--- src/rtl/csr_file_pkg.sv ---
// csr_file_pkg: CSR operation encodings, CSR address map and the read-modify-write helper
// shared by csr_file and its counter sub-module.
package csr_file_pkg;

  typedef enum logic [2:0] {
    CSR_OP_NOP = 3'b000,
    CSR_OP_RW  = 3'b001,
    CSR_OP_RS  = 3'b010,
    CSR_OP_RC  = 3'b011,
    CSR_OP_RWI = 3'b101,
    CSR_OP_RSI = 3'b110,
    CSR_OP_RCI = 3'b111
  } csr_op_e;

  localparam logic [11:0] CSR_ADDR_MSTATUS  = 12'h300;
  localparam logic [11:0] CSR_ADDR_MTVEC    = 12'h305;
  localparam logic [11:0] CSR_ADDR_MSCRATCH = 12'h340;
  localparam logic [11:0] CSR_ADDR_MEPC     = 12'h341;
  localparam logic [11:0] CSR_ADDR_MCAUSE   = 12'h342;
  localparam logic [11:0] CSR_ADDR_MHARTID  = 12'hF14;
  localparam logic [11:0] CSR_ADDR_MCYCLE    = 12'hB00;
  localparam logic [11:0] CSR_ADDR_MCYCLEH   = 12'hB80;
  localparam logic [11:0] CSR_ADDR_MINSTRET  = 12'hB02;
  localparam logic [11:0] CSR_ADDR_MINSTRETH = 12'hB82;
  localparam logic [11:0] CSR_ADDR_CYCLE     = 12'hC00;
  localparam logic [11:0] CSR_ADDR_CYCLEH    = 12'hC80;
  localparam logic [11:0] CSR_ADDR_INSTRET   = 12'hC02;
  localparam logic [11:0] CSR_ADDR_INSTRETH  = 12'hC82;

  localparam int unsigned MSTATUS_MIE_BIT  = 3;
  localparam int unsigned MSTATUS_MPIE_BIT = 7;

  // Low two bits of the op select write (01), set (10) or clear (11); bit 2 only picks the operand.
  function automatic logic [31:0] csr_apply(input csr_op_e op,
                                            input logic [31:0] old_val,
                                            input logic [31:0] operand);
    case (op)
      CSR_OP_RW, CSR_OP_RWI: return operand;
      CSR_OP_RS, CSR_OP_RSI: return old_val | operand;
      CSR_OP_RC, CSR_OP_RCI: return old_val & ~operand;
      default:               return old_val;
    endcase
  endfunction

endpackage

--- src/rtl/csr_file_counter64.sv ---
// csr_counter64: 64-bit free-running counter whose halves can be loaded independently;
// a load holds the other half and suppresses the increment for that cycle.
module csr_counter64
  import csr_file_pkg::*;
(
  input  logic        clk,
  input  logic        rst_n,
  input  logic        inc,
  input  logic        wr_lo,
  input  logic        wr_hi,
  input  logic [31:0] wdata,
  output logic [63:0] value
);

  logic [63:0] r_value;

  // NOTE: sequential state uses non-blocking assignments so every flop samples pre-edge values.
  always_ff @(posedge clk) begin
    if (!rst_n) begin
      r_value <= '0;
    end else if (wr_lo) begin
      r_value[31:0] <= wdata;
    end else if (wr_hi) begin
      r_value[63:32] <= wdata;
    end else if (inc) begin
      r_value <= r_value + 64'd1;
    end
  end

  assign value = r_value;

endmodule

--- src/rtl/csr_file.sv ---
// csr_file: machine-mode CSR block (mstatus, mtvec, mscratch, mepc, mcause, mhartid) with trap/mret
// handling. Define CSR_COUNTERS_EN to add the 64-bit mcycle/minstret counters and their shadows.
module csr_file
  import csr_file_pkg::*;
#(
  parameter logic [31:0] MTVEC_RESET = 32'h0000_0000,
  parameter logic [31:0] HART_ID     = 32'h0000_0000
) (
  input  logic        clk,
  input  logic        rst_n,
  input  logic        csr_wr_en,
  input  logic [2:0]  csr_op,
  input  logic [11:0] csr_addr,
  input  logic [4:0]  rs1_field,
  input  logic [31:0] rs1_data,
  input  logic        instr_retire,
  input  logic        trap_en,
  input  logic [31:0] trap_pc,
  input  logic [31:0] trap_cause,
  input  logic        mret,
  output logic [31:0] rd_data,
  output logic        illegal,
  output logic [31:0] mtvec_o,
  output logic [31:0] mepc_o,
  output logic        mie_o
);

  localparam logic [31:0] ALIGN_MASK = 32'hFFFF_FFFC;

  logic        r_mie;
  logic        r_mpie;
  logic [31:0] r_mtvec;
  logic [31:0] r_mscratch;
  logic [31:0] r_mepc;
  logic [31:0] r_mcause;

  csr_op_e     w_op;
  logic [31:0] w_operand;
  logic [31:0] w_old;
  logic [31:0] w_new;
  logic        w_impl;
  logic        w_write_req;
  logic        w_illegal_req;
  logic        w_csr_we;

`ifdef CSR_COUNTERS_EN
  logic [63:0] w_mcycle;
  logic [63:0] w_minstret;
`else
  logic        w_unused_retire;
  assign w_unused_retire = instr_retire;
`endif

  assign w_op      = csr_op_e'(csr_op);
  assign w_operand = csr_op[2] ? {27'b0, rs1_field} : rs1_data;
  // Set/clear forms with rs1/zimm = 0 are pure reads, so they may target read-only CSRs.
  assign w_write_req = (csr_op[1:0] == 2'b01) || ((csr_op[1:0] != 2'b00) && (rs1_field != 5'd0));

  // NOTE: every always_comb output gets a default first so no path leaves it unassigned (no latch).
  always_comb begin
    w_impl = 1'b1;
    w_old  = '0;
    case (csr_addr)
      CSR_ADDR_MSTATUS: begin
        w_old[MSTATUS_MIE_BIT]  = r_mie;
        w_old[MSTATUS_MPIE_BIT] = r_mpie;
      end
      CSR_ADDR_MTVEC:    w_old = r_mtvec;
      CSR_ADDR_MSCRATCH: w_old = r_mscratch;
      CSR_ADDR_MEPC:     w_old = r_mepc;
      CSR_ADDR_MCAUSE:   w_old = r_mcause;
      CSR_ADDR_MHARTID:  w_old = HART_ID;
`ifdef CSR_COUNTERS_EN
      CSR_ADDR_MCYCLE,    CSR_ADDR_CYCLE:    w_old = w_mcycle[31:0];
      CSR_ADDR_MCYCLEH,   CSR_ADDR_CYCLEH:   w_old = w_mcycle[63:32];
      CSR_ADDR_MINSTRET,  CSR_ADDR_INSTRET:  w_old = w_minstret[31:0];
      CSR_ADDR_MINSTRETH, CSR_ADDR_INSTRETH: w_old = w_minstret[63:32];
`endif
      default: w_impl = 1'b0;
    endcase
  end

  assign w_new         = csr_apply(w_op, w_old, w_operand);
  assign w_illegal_req = csr_wr_en && (!w_impl || (w_write_req && (csr_addr[11:10] == 2'b11)));
  assign w_csr_we      = csr_wr_en && w_write_req && !w_illegal_req && !trap_en && !mret;

  assign illegal = rst_n && w_illegal_req;
  assign rd_data = (rst_n && csr_wr_en && !w_illegal_req) ? w_old : '0;

  always_ff @(posedge clk) begin
    if (!rst_n) begin
      r_mie      <= 1'b0;
      r_mpie     <= 1'b0;
      r_mtvec    <= MTVEC_RESET & ALIGN_MASK;
      r_mscratch <= '0;
      r_mepc     <= '0;
      r_mcause   <= '0;
    end else if (trap_en) begin
      r_mepc   <= trap_pc & ALIGN_MASK;
      r_mcause <= trap_cause;
      r_mpie   <= r_mie;
      r_mie    <= 1'b0;
    end else if (mret) begin
      r_mie  <= r_mpie;
      r_mpie <= 1'b1;
    end else if (w_csr_we) begin
      case (csr_addr)
        CSR_ADDR_MSTATUS: begin
          r_mie  <= w_new[MSTATUS_MIE_BIT];
          r_mpie <= w_new[MSTATUS_MPIE_BIT];
        end
        CSR_ADDR_MTVEC:    r_mtvec    <= w_new & ALIGN_MASK;
        CSR_ADDR_MSCRATCH: r_mscratch <= w_new;
        CSR_ADDR_MEPC:     r_mepc     <= w_new & ALIGN_MASK;
        CSR_ADDR_MCAUSE:   r_mcause   <= w_new;
        default: ;
      endcase
    end
  end

`ifdef CSR_COUNTERS_EN
  csr_counter64 u_mcycle (
    .clk   (clk),
    .rst_n (rst_n),
    .inc   (1'b1),
    .wr_lo (w_csr_we && (csr_addr == CSR_ADDR_MCYCLE)),
    .wr_hi (w_csr_we && (csr_addr == CSR_ADDR_MCYCLEH)),
    .wdata (w_new),
    .value (w_mcycle)
  );

  csr_counter64 u_minstret (
    .clk   (clk),
    .rst_n (rst_n),
    .inc   (instr_retire),
    .wr_lo (w_csr_we && (csr_addr == CSR_ADDR_MINSTRET)),
    .wr_hi (w_csr_we && (csr_addr == CSR_ADDR_MINSTRETH)),
    .wdata (w_new),
    .value (w_minstret)
  );
`endif

  assign mtvec_o = r_mtvec;
  assign mepc_o  = r_mepc;
  assign mie_o   = r_mie;

endmodule

--- config.mk ---
export PLATFORM = sky130hd
export DESIGN_NAME = csr_file
export DESIGN_NICKNAME = d
export VERILOG_FILES = /design/src/rtl/csr_file_pkg.sv /design/src/rtl/csr_file_counter64.sv /design/src/rtl/csr_file.sv
export SDC_FILE = /design/constraint.sdc
export NUM_CORES = 1
export LEC_CHECK = 0
export CORE_MARGIN = 4
export CORE_UTILIZATION = 25
export CTS_CLUSTER_DIAMETER = 30
export CTS_CLUSTER_SIZE = 14
export DETAILED_ROUTE_END_ITERATION = 6
export SYNTH_ARGS = -nofsm -noshare
export SYNTH_HDL_FRONTEND = slang
export SYNTH_SLANG_ARGS = --single-unit
export TNS_END_PERCENT = 50
--- constraint.sdc ---
create_clock -name clk -period 7.7 [get_ports clk]
set_clock_uncertainty 0.15 [all_clocks]
set_input_delay 1.54 -clock clk [delete_from_list [all_inputs] [get_ports clk]]
set_output_delay 1.54 -clock clk [all_outputs]
set_load 0.005 [all_outputs]
* After elaboration in Yosys (flattened, before gate mapping)
Index checks and enable logic that the tools add are counted.
Word-level totals: word-level logic and storage cells 87, register bits 126, input port bits 122, output and inout bits 98
Cells by class: reduce and logical (&&, ||, !) cells 36, equal/unequal tests 15, multiplexer cells 24, bitwise logic cells 6
Operators with widths (number):
- $mux 32 | 10
- $pmux 24 s4 | 1
- $pmux 32 s3 | 1
- $eq 12x10->1 const B | 5
- $and 32x32->32 | 1
- $not 32->32 | 1
- $or 32x32->32 | 1
- $pmux 3 s4 | 2
- $eq 12x12->1 const B | 1
- $reduce_bool 2->1 | 6
- $logic_and 1x1->1 | 10
- $pmux 1 s5 | 2
- $eq 3x3->1 const B | 3
- $mux 1 | 8
- $reduce_and 4->1 | 2
- $reduce_or 2->1 | 4
- $eq 3x2->1 const B | 2
- $reduce_and 3->1 | 2
- $reduce_bool 3->1 | 2
- $reduce_or 6->1 | 1
- $reduce_bool 5->1 | 1
- $logic_not 1->1 | 4
- $reduce_and 2->1 | 2
- $eq 3x1->1 const B | 1
- other kinds (5) | 8

* Depth between registers and ports, before layout
depth in word-level cells 13, depth in mapped cells 8, gate-level depth less buffers 5

* Worst setup path after synthesis
No wires, ideal clock.
path type input -> output, start point input csr_addr[0], end point output rd_data[25], cell stages on the path 6, path buffers 1, arrival time 3096 ps, data required time 6010 ps, setup slack 2914 ps, path through or4_1 nor4_1 o311a_1 nand3_1 buf_2 a21oi_1
On the way: cells in the longest elaborated chain, start to end 9, elaborated cells between the ends (all ways) 15, classes of those cells 6 x eq/ne; 3 x mux; 6 x reduce/logical
RTL lines:
- from (decl) | line csr_file.sv:13 | input logic [11:0] csr_addr,
- $eq 12x10->1 or $eq 12x12->1 (tied branches) | line csr_file.sv:63 | case (csr_addr)
- $reduce_or 6->1 (no line)
- $mux 1 | line csr_file.sv:63
- $logic_not 1->1 | line csr_file.sv:84 | assign w_illegal_req = csr_wr_en && (!w_impl || (w_write_req && (csr_addr[11:10] == 2'b11)));
- $logic_or 1x1->1 | line csr_file.sv:84
- $logic_and 1x1->1 | line csr_file.sv:84
- $logic_not 1->1 | line csr_file.sv:88 | assign rd_data = (rst_n && csr_wr_en && !w_illegal_req) ? w_old : '0;
- $logic_and 1x1->1 | line csr_file.sv:88
- $mux 32 * | line csr_file.sv:88
- to (decl) | line csr_file.sv:21 | output logic [31:0] rd_data,
Mark *: on every way between the ends. The rest lies on a longest branch, timed or not.

* Worst setup path in the final report
start point input csr_addr[4], end point output rd_data[6]
Same word-level chain as after synthesis.

==> reports/qor.yml <==
sta:
  final_hold_viol_count: 0
  min_period_ns: 6.63
  drv_slew: 0
  setup_viol: 0
  tightest_slew_ns: 1.20
  slew_headroom_pct: 19.9
  fin_crit_sh_pct: 86.1
  worst_slack_ns: 1.07
  setup_tns_ns: 0
  fmax_mhz: 151
  rsz0062_at_grt: "no"
power:
  ir_drop_v: 0.000140
  power.density_nw_per_um2: 171
  p_leak_nw: 3.84
yosys:
  synth-compound-area-share_pct: 34.9
  synth_top_flop_cell: "dfxtp_1"
  yosysTopAreaCellShare_pct: 32.6
  async_reset_ff_share_pct: 0
  synth_fa_ha_area_share_pct: 0
  syn_inst: 884
  synth_top_family_by_area: "compound AO/OA/AOI/OAI gates"
  synth.area.top_cells: "dfxtp_1 33%, a32o_1 6.5%, a22o_1 4.9%, nand2_1 4.0%, nand3b_1 4.0%"
  yosys.cell_types.count: 70
  yosys.area_share.simple_pct: 20.3
  ys_warn_count: 0
  yosysTopAreaCell: "dfxtp_1"
  synth-edff-count: 0
  yosys-top-cells-count: "126 x dfxtp_1, 82 x nand2_1, 55 x clkbuf_1"
  ys_seq_area_share_pct: 32.6
  synth_xor_xnor_area_share_pct: 3.73
  avgSynthCellArea_um2: 8.76
  synthMuxAreaShare_pct: 2.52
  ys_seq_elements: 126
  syn_area_um2: 7740
  yosysMostFrequentCell: "dfxtp_1"
cells_and_area:
  stdcell_count: 1450
  design_area_um2: 10700
  drive_gt1_share_pct: 10.4
  layout-area-overhead-vs-synth_pct: 38.3
  nets: 1163
grt:
  grt_pass1_wl_um: 51000
  antenna_found_initial: 2
  grt-ovfl-total: 0
  track_usage_pct: 19.7
  grt_start_max_net_pins: 55
  grt_pass1_vias: 8082
outcome:
  status: "finished, final reports clean"
placement:
  dp.cells: 1418
  hpwl_um: 23200
  routabilityCongestion: 0.813
  dpl-instance-area_um2: 10100
  dp_slack_ns: 1.13
  numPortBuffers: 212
critical_path:
  worstSetupPathType: "input port to primary output"
  cp_slowest_stage_delay_ns: 0.60
  worstPathMaxFanout: 23
  cp_top_family: "simple AND/OR/NAND/NOR gates"
  arrival_ns: 4.94
  crit_path_end_kind: "primary output"
  cp_data_required_time_ns: 6.01
  slowest_stage: "or3_4"
  critical_path.cell_chain: "clkdlybuf4s50_1, or3_4, nor4_1, o311a_1, nand3_2, buf_4, nor2_1, clkdlybuf4s50_1"
  crit_buf_inv: 3
  cp-start-kind: "input port"
  path_common_cell: "clkdlybuf4s50_1"
clock_tree:
  clkSinkCount: 126
  htree_levels: 4
  cts_made_buffers: 17
  insertion_delay_ns: 0.42
  cts_buffer_depth: 2
  cts_tree: "built"
  post_cts_resized: 0
  post-cts-setup-buffers: 0
  clkTransAtPathRegs_ns: 0.06
  holdBufCountCts: 0
  clockRootBuffer: "clkbuf_16"
drt:
  drt_iter0_markers: 758
  vias_per_cell: 5.72
  route.detailed.drc: 0
  ant_nets: 0
  dr.pass1.iters: 6
  wl_um: 34800
  avgRoutedWirePerCell_um: 24.0
  dr_total_vias: 8291
worst_hold_path:
  hp-class: "flop to flop"
die:
  die_h_um: 184
  io_pins: 220
  dieArea_um2: 33800
  rows: 64
  core_um2: 30600
  initial_core_util_pct: 25.3
  fp.dieW_um: 184
flow_run:
  maxCapViolations: 0
cell usage in the layout, fill, tap and decap left out, types with 6 or more instances in the layout:
cell             synthesis  routed
a41o_1                  25      25
a21oi_1                 38      38
xor2_1                   6       6
buf_2                   31       6
nand2_1                 82      82
a2111oi_0               18      18
a32o_1                  50      50
nand3_1                 13      12
nor2b_1                 32      32
a221oi_1                29      29
mux2_2                  12      12
nand3b_1                41      41
o211ai_1                 7       7
mux2i_1                  6       6
clkdlybuf4s50_1          0     205
dfxtp_1                126     126
buf_4                    7      21
a21o_1                  14      14
and2_1                  12      12
o221a_2                 12      12
clkbuf_16                0      17
or2_2                    6       6
a22oi_1                 11      11
and3_1                  20      20
nor2_1                  37      37
o21ai_0                 24      24
nor4_1                   6       6
a211o_1                  9       9
a22o_1                  43      43
xnor2_1                 27      27
through the flow:
stage          hold WS, ns  util (%)  total power (W)
4_1_cts              0.306      35.0          0.00185
3_3_place_gp         0.283      33.0         0.000994
2_1_floorplan        0.270         -         0.000856
5_1_grt              0.334      35.0          0.00190
6_report             0.305      35.0          0.00184
3_5_place_dp         0.293      33.0         0.000998
flip-flops by register name, summed over array words and instances (netlist names):
register,flops
r_mcause,32
r_mscratch,32
mepc_o,30
mtvec_o,30
mie_o,1
r_mpie,1
where the power goes:
| group | leakage [nW] | internal (W) | total, W | switching, W |
|---|---|---|---|---|
| clock network | 0.286 | 0.000520 | 0.000850 | 0.000330 |
| logic | 2.52 | 0.000142 | 0.000298 | 0.000156 |
| registers | 1.03 | 0.000673 | 0.000688 | 0.0000154 |
| total | 3.84 | 0.00133 | 0.00184 | 0.000501 |
worst reg2reg max path, cell delays in order, from the launching register on:
cell       delay [ns]
dfxtp_1          0.37
nand3b_1         0.09
a2111oi_1        0.43
a221oi_1         0.17
a221oi_1         0.45
o221a_2          0.25
cell type report:
cell class | count | area, um2
Multi-Input combinational cell | 660 | 4830
Antenna cell | 1 | 2.50
Clock inverter | 12 | 161
Clock buffer | 19 | 443
Tap cell | 396 | 495
Timing Repair Buffer | 232 | 2240
Sequential cell | 126 | 2520
Fill cell | 3156 | 19900
Inverter | 4 | 15.0
cell families after synthesis:
kind of cell    after synthesis
other cells                   1
xor+xnor                     33
buf+inv                     101
compound gates              325
mux                          18
simple gates                280
flops                       126
metal layers:
layer  track usage (%)  share of wire, %  up-vias
met2              31.3                46      405
met1              27.1                44     4053
met3              4.45               8.4       33
li1                  -                 -     3798
met5                 0             0.057        -
met4              4.82               1.9        2
final timing paths:
check	slack, ns	cells after the start	to	start
min	0.31	2	r_mscratch[7]$_SDFFE_PN0P_	r_mscratch[7]$_SDFFE_PN0P_
max	1.07	8	rd_data[6]	csr_addr[4]
min reg2reg	0.31	2	r_mscratch[7]$_SDFFE_PN0P_	r_mscratch[7]$_SDFFE_PN0P_
max reg2reg	5.74	5	mepc_o[24]$_SDFFE_PN0P_	mtvec_o[24]$_SDFFE_PN0P_
(Power assumes the default switching activity.)
